$ cat src/rtl/edge_sram_arbiter_if.sv
// rtl/edge_sram_arbiter_if.sv - shared SRAM port request/grant bundle between requesters and arbiter
interface edge_sram_arbiter_if #(
    parameter int NUM_PE = 4
);
    localparam int BW = $clog2(NUM_PE);
    localparam int IW = $clog2(NUM_PE + 1);

    logic                 pkt_req;
    logic [BW-1:0]        pkt_bank;
    logic                 pkt_acc;
    logic [NUM_PE-1:0]    pe_req;
    logic [NUM_PE*BW-1:0] pe_bank;
    logic [NUM_PE-1:0]    pe_acc;
    logic                 pkt_grant;
    logic [NUM_PE-1:0]    pe_grant;
    logic [NUM_PE-1:0]    bank_busy;
    logic [IW-1:0]        owner;

    modport master (
        output pkt_req, pkt_bank, pkt_acc, pe_req, pe_bank, pe_acc,
        input  pkt_grant, pe_grant, bank_busy, owner
    );

    modport slave (
        input  pkt_req, pkt_bank, pkt_acc, pe_req, pe_bank, pe_acc,
        output pkt_grant, pe_grant, bank_busy, owner
    );
endinterface

$ cat src/rtl/edge_sram_arbiter.sv
// rtl/edge_sram_arbiter.sv - round-robin SRAM port arbiter with burst lock, turnaround gap and bank busy timers (optional PKT_PRIORITY_EN)
module edge_sram_arbiter #(
    parameter int NUM_PE    = 4,
    parameter int BANK_LAT  = 2,
    parameter int BURST_MAX = 8
) (
    input logic                clk,
    input logic                reset,
    edge_sram_arbiter_if.slave bus
);
    localparam int N  = NUM_PE + 1;
    localparam int BW = $clog2(NUM_PE);
    localparam int IW = $clog2(N);
    localparam int CW = $clog2(BURST_MAX);
    localparam int TW = $clog2(BANK_LAT + 1);

    typedef enum logic [1:0] {IDLE, GRANT, GAP} state_t;

    state_t            state_q, state_d;
    logic [N-1:0]      grant_q, grant_d;
    logic [IW-1:0]     owner_q, owner_d;
    logic [IW-1:0]     rr_ptr_q, rr_ptr_d;
    logic [CW-1:0]     burst_cnt_q, burst_cnt_d;
    logic [TW-1:0]     timer_q [NUM_PE];
    logic [TW-1:0]     timer_d [NUM_PE];
    logic [NUM_PE-1:0] bank_busy_q, bank_busy_d;

    logic [N-1:0]      req;
    logic [N-1:0]      acc;
    logic [N-1:0]      eligible;
    logic [BW-1:0]     bank [N];
    logic              found;
    logic [IW-1:0]     winner;
    logic [IW:0]       idx_c;
    logic              strobe;
    logic [BW-1:0]     strobe_bank;

    // Flatten requesters into index space 0..N-1 (0 = packet path) and mask busy banks
    always_comb begin
        req     = {bus.pe_req, bus.pkt_req};
        acc     = {bus.pe_acc, bus.pkt_acc};
        bank[0] = bus.pkt_bank;
        for (int i = 0; i < NUM_PE; i++) begin
            bank[i+1] = bus.pe_bank[i*BW +: BW];
        end
        for (int k = 0; k < N; k++) begin
            eligible[k] = req[k] && !bank_busy_q[bank[k]];
        end
    end

    // First eligible requester searching upward from rr_ptr, wrapping modulo N
    always_comb begin
        found  = 1'b0;
        winner = '0;
        idx_c  = '0;
        for (int i = 0; i < N; i++) begin
            idx_c = {1'b0, rr_ptr_q} + (IW+1)'(i);
            if (idx_c >= (IW+1)'(N)) begin
                idx_c = idx_c - (IW+1)'(N);
            end
            if (!found && eligible[idx_c[IW-1:0]]) begin
                found  = 1'b1;
                winner = idx_c[IW-1:0];
            end
        end
`ifdef PKT_PRIORITY_EN
        if (eligible[0]) begin
            found  = 1'b1;
            winner = '0;
        end
`endif
    end

    // Ownership FSM: grant after one-cycle arbitration, hold for a bounded burst, then one idle gap
    always_comb begin
        state_d     = state_q;
        grant_d     = grant_q;
        owner_d     = owner_q;
        rr_ptr_d    = rr_ptr_q;
        burst_cnt_d = burst_cnt_q;
        case (state_q)
            IDLE: begin
                if (found) begin
                    grant_d         = '0;
                    grant_d[winner] = 1'b1;
                    owner_d         = winner;
                    burst_cnt_d     = '0;
                    state_d         = GRANT;
                end
            end
            GRANT: begin
                if (!req[owner_q] || burst_cnt_q == CW'(BURST_MAX - 1)) begin
                    grant_d  = '0;
                    owner_d  = '0;
                    state_d  = GAP;
                    rr_ptr_d = (owner_q == IW'(N - 1)) ? '0 : owner_q + 1'b1;
`ifdef PKT_PRIORITY_EN
                    // The packet path does not take a round-robin turn
                    if (owner_q == '0) begin
                        rr_ptr_d = rr_ptr_q;
                    end
`endif
                end else begin
                    burst_cnt_d = burst_cnt_q + 1'b1;
                end
            end
            GAP:     state_d = IDLE;
            default: state_d = IDLE;
        endcase
    end

    // Bank timers: owner strobe reloads its current bank, all others count down to zero
    always_comb begin
        strobe      = grant_q[owner_q] && acc[owner_q];
        strobe_bank = bank[owner_q];
        for (int b = 0; b < NUM_PE; b++) begin
            timer_d[b] = (timer_q[b] != '0) ? timer_q[b] - 1'b1 : '0;
        end
        if (strobe) begin
            timer_d[strobe_bank] = TW'(BANK_LAT);
        end
        for (int b = 0; b < NUM_PE; b++) begin
            bank_busy_d[b] = (timer_d[b] != '0);
        end
    end

    // State and registered outputs; reset aborts any burst with no gap
    always_ff @(posedge clk) begin
        if (reset) begin
            state_q     <= IDLE;
            grant_q     <= '0;
            owner_q     <= '0;
            rr_ptr_q    <= '0;
            burst_cnt_q <= '0;
            bank_busy_q <= '0;
            for (int b = 0; b < NUM_PE; b++) begin
                timer_q[b] <= '0;
            end
        end else begin
            state_q     <= state_d;
            grant_q     <= grant_d;
            owner_q     <= owner_d;
            rr_ptr_q    <= rr_ptr_d;
            burst_cnt_q <= burst_cnt_d;
            bank_busy_q <= bank_busy_d;
            for (int b = 0; b < NUM_PE; b++) begin
                timer_q[b] <= timer_d[b];
            end
        end
    end

    assign bus.pkt_grant = grant_q[0];
    assign bus.pe_grant  = grant_q[N-1:1];
    assign bus.bank_busy = bank_busy_q;
    assign bus.owner     = owner_q;
endmodule

$ cat src/flat_wrapper.sv
// flat-port wrapper written by rule: the top's interface ports become plain ports
module edge_sram_arbiter_flat 
#(
    parameter int NUM_PE    = 4,
    parameter int BANK_LAT  = 2,
    parameter int BURST_MAX = 8
)
  (clk, reset, bus_pkt_req, bus_pkt_bank, bus_pkt_acc, bus_pe_req, bus_pe_bank, bus_pe_acc, bus_pkt_grant, bus_pe_grant, bus_bank_busy, bus_owner);
  edge_sram_arbiter_if #(.NUM_PE(NUM_PE)) bus_i ();
  input logic clk;
  input logic reset;
  input wire logic [$bits(bus_i.pkt_req)-1:0] bus_pkt_req;
  input wire logic [$bits(bus_i.pkt_bank)-1:0] bus_pkt_bank;
  input wire logic [$bits(bus_i.pkt_acc)-1:0] bus_pkt_acc;
  input wire logic [$bits(bus_i.pe_req)-1:0] bus_pe_req;
  input wire logic [$bits(bus_i.pe_bank)-1:0] bus_pe_bank;
  input wire logic [$bits(bus_i.pe_acc)-1:0] bus_pe_acc;
  output wire logic [$bits(bus_i.pkt_grant)-1:0] bus_pkt_grant;
  output wire logic [$bits(bus_i.pe_grant)-1:0] bus_pe_grant;
  output wire logic [$bits(bus_i.bank_busy)-1:0] bus_bank_busy;
  output wire logic [$bits(bus_i.owner)-1:0] bus_owner;
  assign bus_i.pkt_req = bus_pkt_req;
  assign bus_i.pkt_bank = bus_pkt_bank;
  assign bus_i.pkt_acc = bus_pkt_acc;
  assign bus_i.pe_req = bus_pe_req;
  assign bus_i.pe_bank = bus_pe_bank;
  assign bus_i.pe_acc = bus_pe_acc;
  assign bus_pkt_grant = bus_i.pkt_grant;
  assign bus_pe_grant = bus_i.pe_grant;
  assign bus_bank_busy = bus_i.bank_busy;
  assign bus_owner = bus_i.owner;
  edge_sram_arbiter #(.NUM_PE(NUM_PE), .BANK_LAT(BANK_LAT), .BURST_MAX(BURST_MAX)) u_core (.clk(clk), .reset(reset), .bus(bus_i));
endmodule
$ cat config.mk
export PLATFORM = sky130hd
export DESIGN_NAME = edge_sram_arbiter_flat
export DESIGN_NICKNAME = d
export VERILOG_FILES = /design/src/rtl/edge_sram_arbiter_if.sv /design/src/rtl/edge_sram_arbiter.sv /design/src/flat_wrapper.sv
export SDC_FILE = /design/constraint.sdc
export NUM_CORES = 1
export LEC_CHECK = 0
export CORE_MARGIN = 4
export CORE_UTILIZATION = 46
export DETAILED_ROUTE_END_ITERATION = 12
export GPL_TIMING_DRIVEN = 0
export HOLD_SLACK_MARGIN = 0.1
export PLACE_DENSITY_LB_ADDON = 0.1
export SLEW_MARGIN = 30
export SYNTH_ARGS = -nofsm -noshare
export SYNTH_HDL_FRONTEND = slang
export SYNTH_SLANG_ARGS = --single-unit
$ cat constraint.sdc
create_clock -name clk -period 4.4 [get_ports clk]
set_input_delay 0.88 -clock clk [delete_from_list [all_inputs] [get_ports clk]]
set_output_delay 0.88 -clock clk [all_outputs]
set_load 0.01 [all_outputs]
==> run_results.csv <==
group,metric,value,unit
status,status,"complete, no violations",
cts,ctsResizeCount,0,
global_route,grt_max_degree,17,
sta,slew_headroom,49.6,%
route,ant_nets,0,
worst_setup_path,crit_chain,"buf_2, inv_1, ha_1, inv_1, fa_1, nor2_1, o22a_1, mux2_2, a21oi_1, or4b_1, or2_1, o22ai_1, o21a_1, nand2b_1, o22ai_1",
worst_setup_path,crit_type,"flip-flop to flip-flop",
route,viasPerCell,5.74,
power_and_ir_drop,p_int,0.960,mW
yosys,synth_warnings,0,
final_layout,final_nets,353,
power_and_ir_drop,combPwrFrac,67.8,%
route,initialDrtViolationCount,116,
yosys,syn_avg_cell_area,8.63,sq um
yosys,synth_edf_count,0,
worst_setup_path,worstPathMaxFanout,10,
sta,post-route-period-util,84.4,%
global_route,grt_remaining_overflow,0,
sta,skew,0.00568,ns
yosys,synthArstFlopShare,0,%
route,drt-wirelength-per-cell,15.7,um
cts,cts_buffer_depth,2,
yosys,synth_ff_type,"dfxtp_1",
cts,cts_tree,"yes",
cts,cts_made_buffers,3,
global_route,grt_pass1_vias,2115,
final_layout,layout_commonest_cell,"clkdlybuf4s50_1",
worst_setup_path,cp.required,4.58,ns
placement,io_buffers,32,
global_route,grt_pass1_wl,10000,um
route,wl,6060,um
cts,root_buffer,"clkbuf_8",
sta,hold_viol,0,
power_and_ir_drop,ir_worst_vdd,0.328,mV
yosys,ys_types,71,
sta,min_period,3.71,ns
sta,rsz0062_at_grt,"no",
die,core,0.00511,sq mm
cts,cts.hold.buffers_added,0,
power_and_ir_drop,power.leakage,1.08,nW
final_layout,final_util,56.9,%
power_and_ir_drop,seqPwrFrac,20.3,%
die,start_util,47.5,%
global_route,grt_usage,19.4,%
die,dieArea,0.00650,sq mm
yosys,synth-seq-cells,28,
cts,h-tree-depth,1,
worst_setup_path,worstPathArrival,3.89,ns
worst_setup_path,slowest_stage,"or4b_1",
final_layout,stdcell_count,387,
final_layout,fillers,472,
min_path,hp-class,"flip-flop to flip-flop",
final_layout,area_growth,19.8,%
route,drt-pass1-iter-count,4,
yosys,synth_nets,316,
power_and_ir_drop,swShare,45.3,%
power_and_ir_drop,p_total,1.75,mW
job,max_cap_violations,0,
cts,clk_pin_slew,0.10,ns
sta,drv_slew,0,
yosys,synthCells,281,
worst_setup_path,critical-path-max-stage-delay,0.49,ns
placement,gp_congestion,0.857,
cts,post_cts_buffers,0,
final_layout,layout_common_cells,"clkdlybuf4s50_1 (32), dfxtp_1 (28), nor2_1 (26)",
global_route,antenna_found_initial,0,
placement,place_inst,383,
placement,dp.final_hpwl,4760,um
worst_setup_path,cp-start-kind,"flip-flop",
power_and_ir_drop,p_sw,0.794,mW
sta,setup_viol,0,
yosys,syn_area,0.00242,sq mm
yosys,synth_seq_area_share,23.1,%
final_layout,diodes,0,
power_and_ir_drop,clkPwrFrac,11.8,%
die,io_pins,34,
die,die_w,80.6,um
sta,tns,0,ns
worst_setup_path,critPathCaptureType,"flip-flop",
sta,worst_pin_slew,0.745,ns
power_and_ir_drop,power_density,604,mW/mm^2
final_layout,post_route_cells_drive_above_1_share,13.2,%
die,num_rows,26,
die,die_h,80.6,um
sta,max_freq,0.269,GHz
sta,whs,0.430,ns
route,vias,2223,
cts,cts_sinks,28,
route,drc,0,
cts,insertion_delay,0.28,ns
-- synth_stat cells, drive strengths merged, types with 5 or more instances --
library cell	instances	area (sq um)
inv	16	60.1
nand2b	6	45.0
xnor2	5	66.3
a2bb2oi	5	56.3
a21oi	23	123
nand3	6	30.0
clkbuf	7	26.3
mux2	7	78.8
o22ai	7	50.1
nand2	22	82.6
mux2i	14	140
a211oi	6	50.1
ha	12	150
nor4b	7	61.3
nor2b	8	50.1
nor2	26	97.6
dfxtp	28	561
buf	6	50.0
-- critical path, delay by kind of cell (launching register included) --
kind,cells,cell delay [ns]
flip-flops,1,0.34
buffers and inverters,3,0.44
multiplexers,1,0.34
AO/OA/AOI/OAI,5,0.82
adder cells (fa/ha/maj),2,0.60
AND/OR/NAND/NOR,4,1.07
-- metrics by stage --
| step | setup WS, ns | area, sq um |
|---|---|---|
| 2_1_floorplan | 1.09 | 2420 |
| 3_3_place_gp | 0.455 | 2830 |
| 3_5_place_dp | 0.433 | 2830 |
| 4_1_cts | 0.666 | 2900 |
| 5_1_grt | 0.377 | 2900 |
| 6_report | 0.688 | 2900 |
-- flip-flops by register name (all words and copies together), names as in the netlist --
name and flops:
u_core.rr_ptr_q 3, u_core.timer_q 8, u_core.grant_q 5, u_core.bus.owner 3
u_core.bus.bank_busy 4, u_core.burst_cnt_q 3, u_core.state_q 2
-- path summary, 6_finish.rpt --
path                            slack [ns]                    to                 start  depth (start not counted)
worst max-delay path                  0.69     u_core.grant_q[3]    u_core.rr_ptr_q[0]                         15
worst min-delay path                  0.43  u_core.timer_q[0][0]  u_core.timer_q[0][0]                          1
worst max register to register        0.69     u_core.grant_q[3]    u_core.rr_ptr_q[0]                         15
worst min register to register        0.43  u_core.timer_q[0][0]  u_core.timer_q[0][0]                          1
-- final cells by class --
| type | instances | area (sq um) | share of cell area (%) |
|---|---|---|---|
| Timing Repair Buffer | 32 | 320 | 11.0 |
| Clock inverter | 1 | 30.0 | 1.03 |
| Buffer | 13 | 76.3 | 2.63 |
| Sequential cell | 28 | 561 | 19.3 |
| Inverter | 16 | 60.1 | 2.07 |
| Clock buffer | 3 | 41.3 | 1.42 |
| Tap cell | 70 | 87.6 | 3.02 |
| Multi-Input combinational cell | 224 | 1730 | 59.5 |
-- per-layer routing --
| layer | wire length (um) | GRT usage (%) | vias up | part of all wire (%) |
|---|---|---|---|---|
| met5 | 0 | 0 | - | 0 |
| met4 | 66 | 4.73 | 0 | 1.1 |
| met3 | 201 | 2.13 | 6 | 3.3 |
| met2 | 2860 | 32.7 | 48 | 47 |
| met1 | 2930 | 26.4 | 1055 | 48 |
| li1 | - | - | 1114 | - |
-- cells by family after synthesis --
logic type                 count (synthesis)  synth area share [%]
AOI/OAI and AO/OA                         74                  23.7
xor gates and xnor gates                   6                  3.10
buffers and inverters                     29                  5.62
muxes                                     24                  11.8
DFF                                       28                  23.1
adders and majority gates                 13                  7.02
and+or+nand+nor                          107                  25.6
-- power groups by stage --
stage                     registers [mW]  logic [mW]  clock network, mW
after global placement             0.362        1.17                  0
after CTS                          0.357        1.19              0.212
after global routing               0.364        1.31              0.223
after floorplan                    0.361       0.900                  0
final                              0.356        1.19              0.208
after detailed placement           0.362        1.18                  0
No activity file was read; power rests on OpenSTA's default activity.
==> patch, RTL diff (config.mk and constraints unchanged) <==
Make the reset (`reset`) asynchronous in one clocked block.
--- a/src/rtl/edge_sram_arbiter.sv
+++ b/src/rtl/edge_sram_arbiter.sv
@@ -127,3 +127,3 @@
     // State and registered outputs; reset aborts any burst with no gap
-    always_ff @(posedge clk) begin
+    always_ff @(posedge clk or posedge reset) begin
         if (reset) begin
Formal check against the unedited RTL: differs if reset is asserted again (counterexample within 4 cycles, from zero or initial values and one cycle with reset high); with reset held inactive, the same outputs for 10 cycles.
==> patch against the unedited design <==
Maximum frequency down 7.7%; routed wire length up 25%; clock skew shrank 0.0037 ns; synthesized area increased by 16%; worst setup slack got worse by 0.31 ns; power rose by 73%; design area increased by 14%; combinational power rose by 100%; core utilization shrank 0.82 points; first-iteration DRC count up 12%; sequential cell count is the same; largest power group unchanged.
==> patch: results (changes against the unedited design) <==
The logs give 5 (+1) for the number of optimization iterations in the first detailed-route pass and 1.46 nW (+36%) for the leakage power total. Number of violations reported at the end of detailed-routing iteration 0: 130 (+12%). More flip-flops sit in one register than any other, and that register is u_core.timer_q. The routing usage on met2 is 34.6% (+1.9 points), and the non-filler instance count after layout is 434 (+12%). For the post-synthesis cell type count, the log shows 71 (unchanged). The count of input and output buffers works out to 33 (+3.1%). The total via count after detailed routing is 2722 (+22%), and the share of cells above drive strength 1 is 10.0% (-3.2 points). The logs give 0 (unchanged) for the remaining number of nets flagged by the antenna check after routing and 0.881 (+2.8%) for the final weighted congestion in routability-driven placement.

The total of fill cells in the finished design is 567 (+20%). The largest stage delay on the critical path was 0.60 ns (+0.11 ns). The setup clock skew after layout was 0.00200 ns (-0.00368 ns). Buffer type at the clock tree root: clkbuf_8. For the global-route track usage on met1, the log shows 29.1% (+2.7 points).

Fraction of registers with async set/reset: 100% (+100 points). The number of nets at the end of the flow is 395 (+12%). By area the synthesized netlist is led by dfrtp_1, ha_1, nand2_1. Library cell contributing the largest single delay on the critical path: dfrtp_1.

The routed length per instance came out at 17.4 µm (+11%). The run gives 4.24 ns (+0.35 ns) as the critical path arrival. The post-placement setup slack was 0.213 ns (-0.220 ns). The via count of the first global-routing pass is 2524 (+19%), and the number of flip-flops under the largest register name is 8 (unchanged).

For the peak supply drop, the log shows 0.000638 V (+94%). The number of nets produced by synthesis was 356 (+13%). The highest fanout seen on the critical path is 10 (unchanged). For the initial antenna violation count, the log shows 0 (unchanged).

The run gives 12500 µm (+24%) as the wire length of the first global-routing pass. By count the netlist is led by nand2_1, dfrtp_1, nand2b_1. The total of cells resized after clock tree synthesis was 0 (unchanged); the estimated wirelength of the detail-placed design was 6040 µm (+27%). The run gives 24.9% (+1.8 points) as the fraction of the yosys area taken by sequential cells. The logs give 321 (+14%) for the synthesized netlist cell count and 20.7% (+1.2 points) for the overall routing resource usage.

For the normalized max-slew margin, the log shows 62.0% (+12 points). The met3 capacity usage during global routing was 1.52% (-0.61 points). Clock-pin slew was measured on the worst setup and hold paths at 0.09 ns. The net load switching power was 1.55 mW (+96%); the largest buffer count on any clock path was 2 (unchanged). For this run, the leading register cell type out of synthesis is dfrtp_1.

The logs give 3 (unchanged) for the number of buffers inserted during clock tree synthesis and 29 (+12) for the largest net degree at the start of global routing. The run finished with clean final reports. The worst hold path belongs to the class reg2reg. On the critical path the largest part of the delay comes from compound AO/OA/AOI/OAI gates.
[patch: changes by cell type after synthesis, moves of 8 or more]
cell      delta
dfxtp_1     -28
nand2_1     +14
a21o_1       +8
nand2b_1    +12
o21ai_1      +8
dfrtp_1     +28
a21oi_1     -14
o21ai_0      +8
nor2_1      -14
[patch: worst reg2reg max path, delay by kind of cell, from the launching register on]
kind            cells  cell delay [ns]
flops               1             0.60
simple gates        1             0.23
compound gates      7             1.53
fa+ha+maj           2             0.71
buf+inv             3             0.88
[patch: logic make-up (layout without fill, tap and decap cells)]
kind of cell | after synthesis | in the layout | share of synthesized area (%)
buffers and inverters | 25 | 63 | 3.47
multiplexers | 22 | 22 | 10.4
AO/OA/AOI/OAI | 110 | 110 | 29.9
XOR/XNOR | 1 | 1 | 0.311
flip-flops | 28 | 28 | 24.9
adder cells (fa/ha/maj) | 13 | 13 | 6.04
AND/OR/NAND/NOR | 122 | 122 | 24.9
[patch: stage by stage]
step                power, mW  area [µm²]
global route             3.31        3320
floorplan                2.22        2820
finish                   3.03        3320
detailed placement       2.78        3240
global placement         2.75        3240
CTS                      2.99        3310
[patch: timing repair]
item	CTS	global route
setup buffers	0	1
endpoints found under the setup margin	0	7
endpoints found under the hold margin	0	0
[patch: worst paths after layout]
path,from,to,slack (ns),depth (start not counted)
worst max-delay path,u_core.rr_ptr_q[1],u_core.bus.owner[2],0.38,13
worst min-delay path,u_core.timer_q[4],u_core.timer_q[5],0.48,2
worst max register to register,u_core.rr_ptr_q[1],u_core.bus.owner[2],0.38,13
worst min register to register,u_core.timer_q[4],u_core.timer_q[5],0.48,2
max in group asynchronous,reset,u_core.state_q[1],3.05,2
min in group asynchronous,reset,u_core.timer_q[6],0.97,2
[patch: cell type report]
cell class	count	area share, %
sequential	28	21.1
inverter	15	1.70
clock inverter	1	0.905
tap	75	2.83
timing repair buffer	34	10.2
clock buffer	3	1.24
buffer	10	1.24
multi-input combinational	268	60.8
[patch: layer usage]
layer | vias to the layer above | share of wire, % | routed length (µm)
met1 | 1326 | 47 | 3590
met3 | 8 | 4.3 | 324
met2 | 76 | 47 | 3540
met5 | - | 0 | 0
met4 | 0 | 1.3 | 102
li1 | 1312 | - | -
[patch: power by group through the flow]
stage / logic [mW] / clock network, mW / registers (mW)
CTS: 2.33 / 0.204 / 0.450
global placement: 2.30 / 0 / 0.452
floorplan: 1.79 / 0 / 0.434
finish: 2.38 / 0.199 / 0.451
global route: 2.63 / 0.214 / 0.468
detailed placement: 2.32 / 0 / 0.455
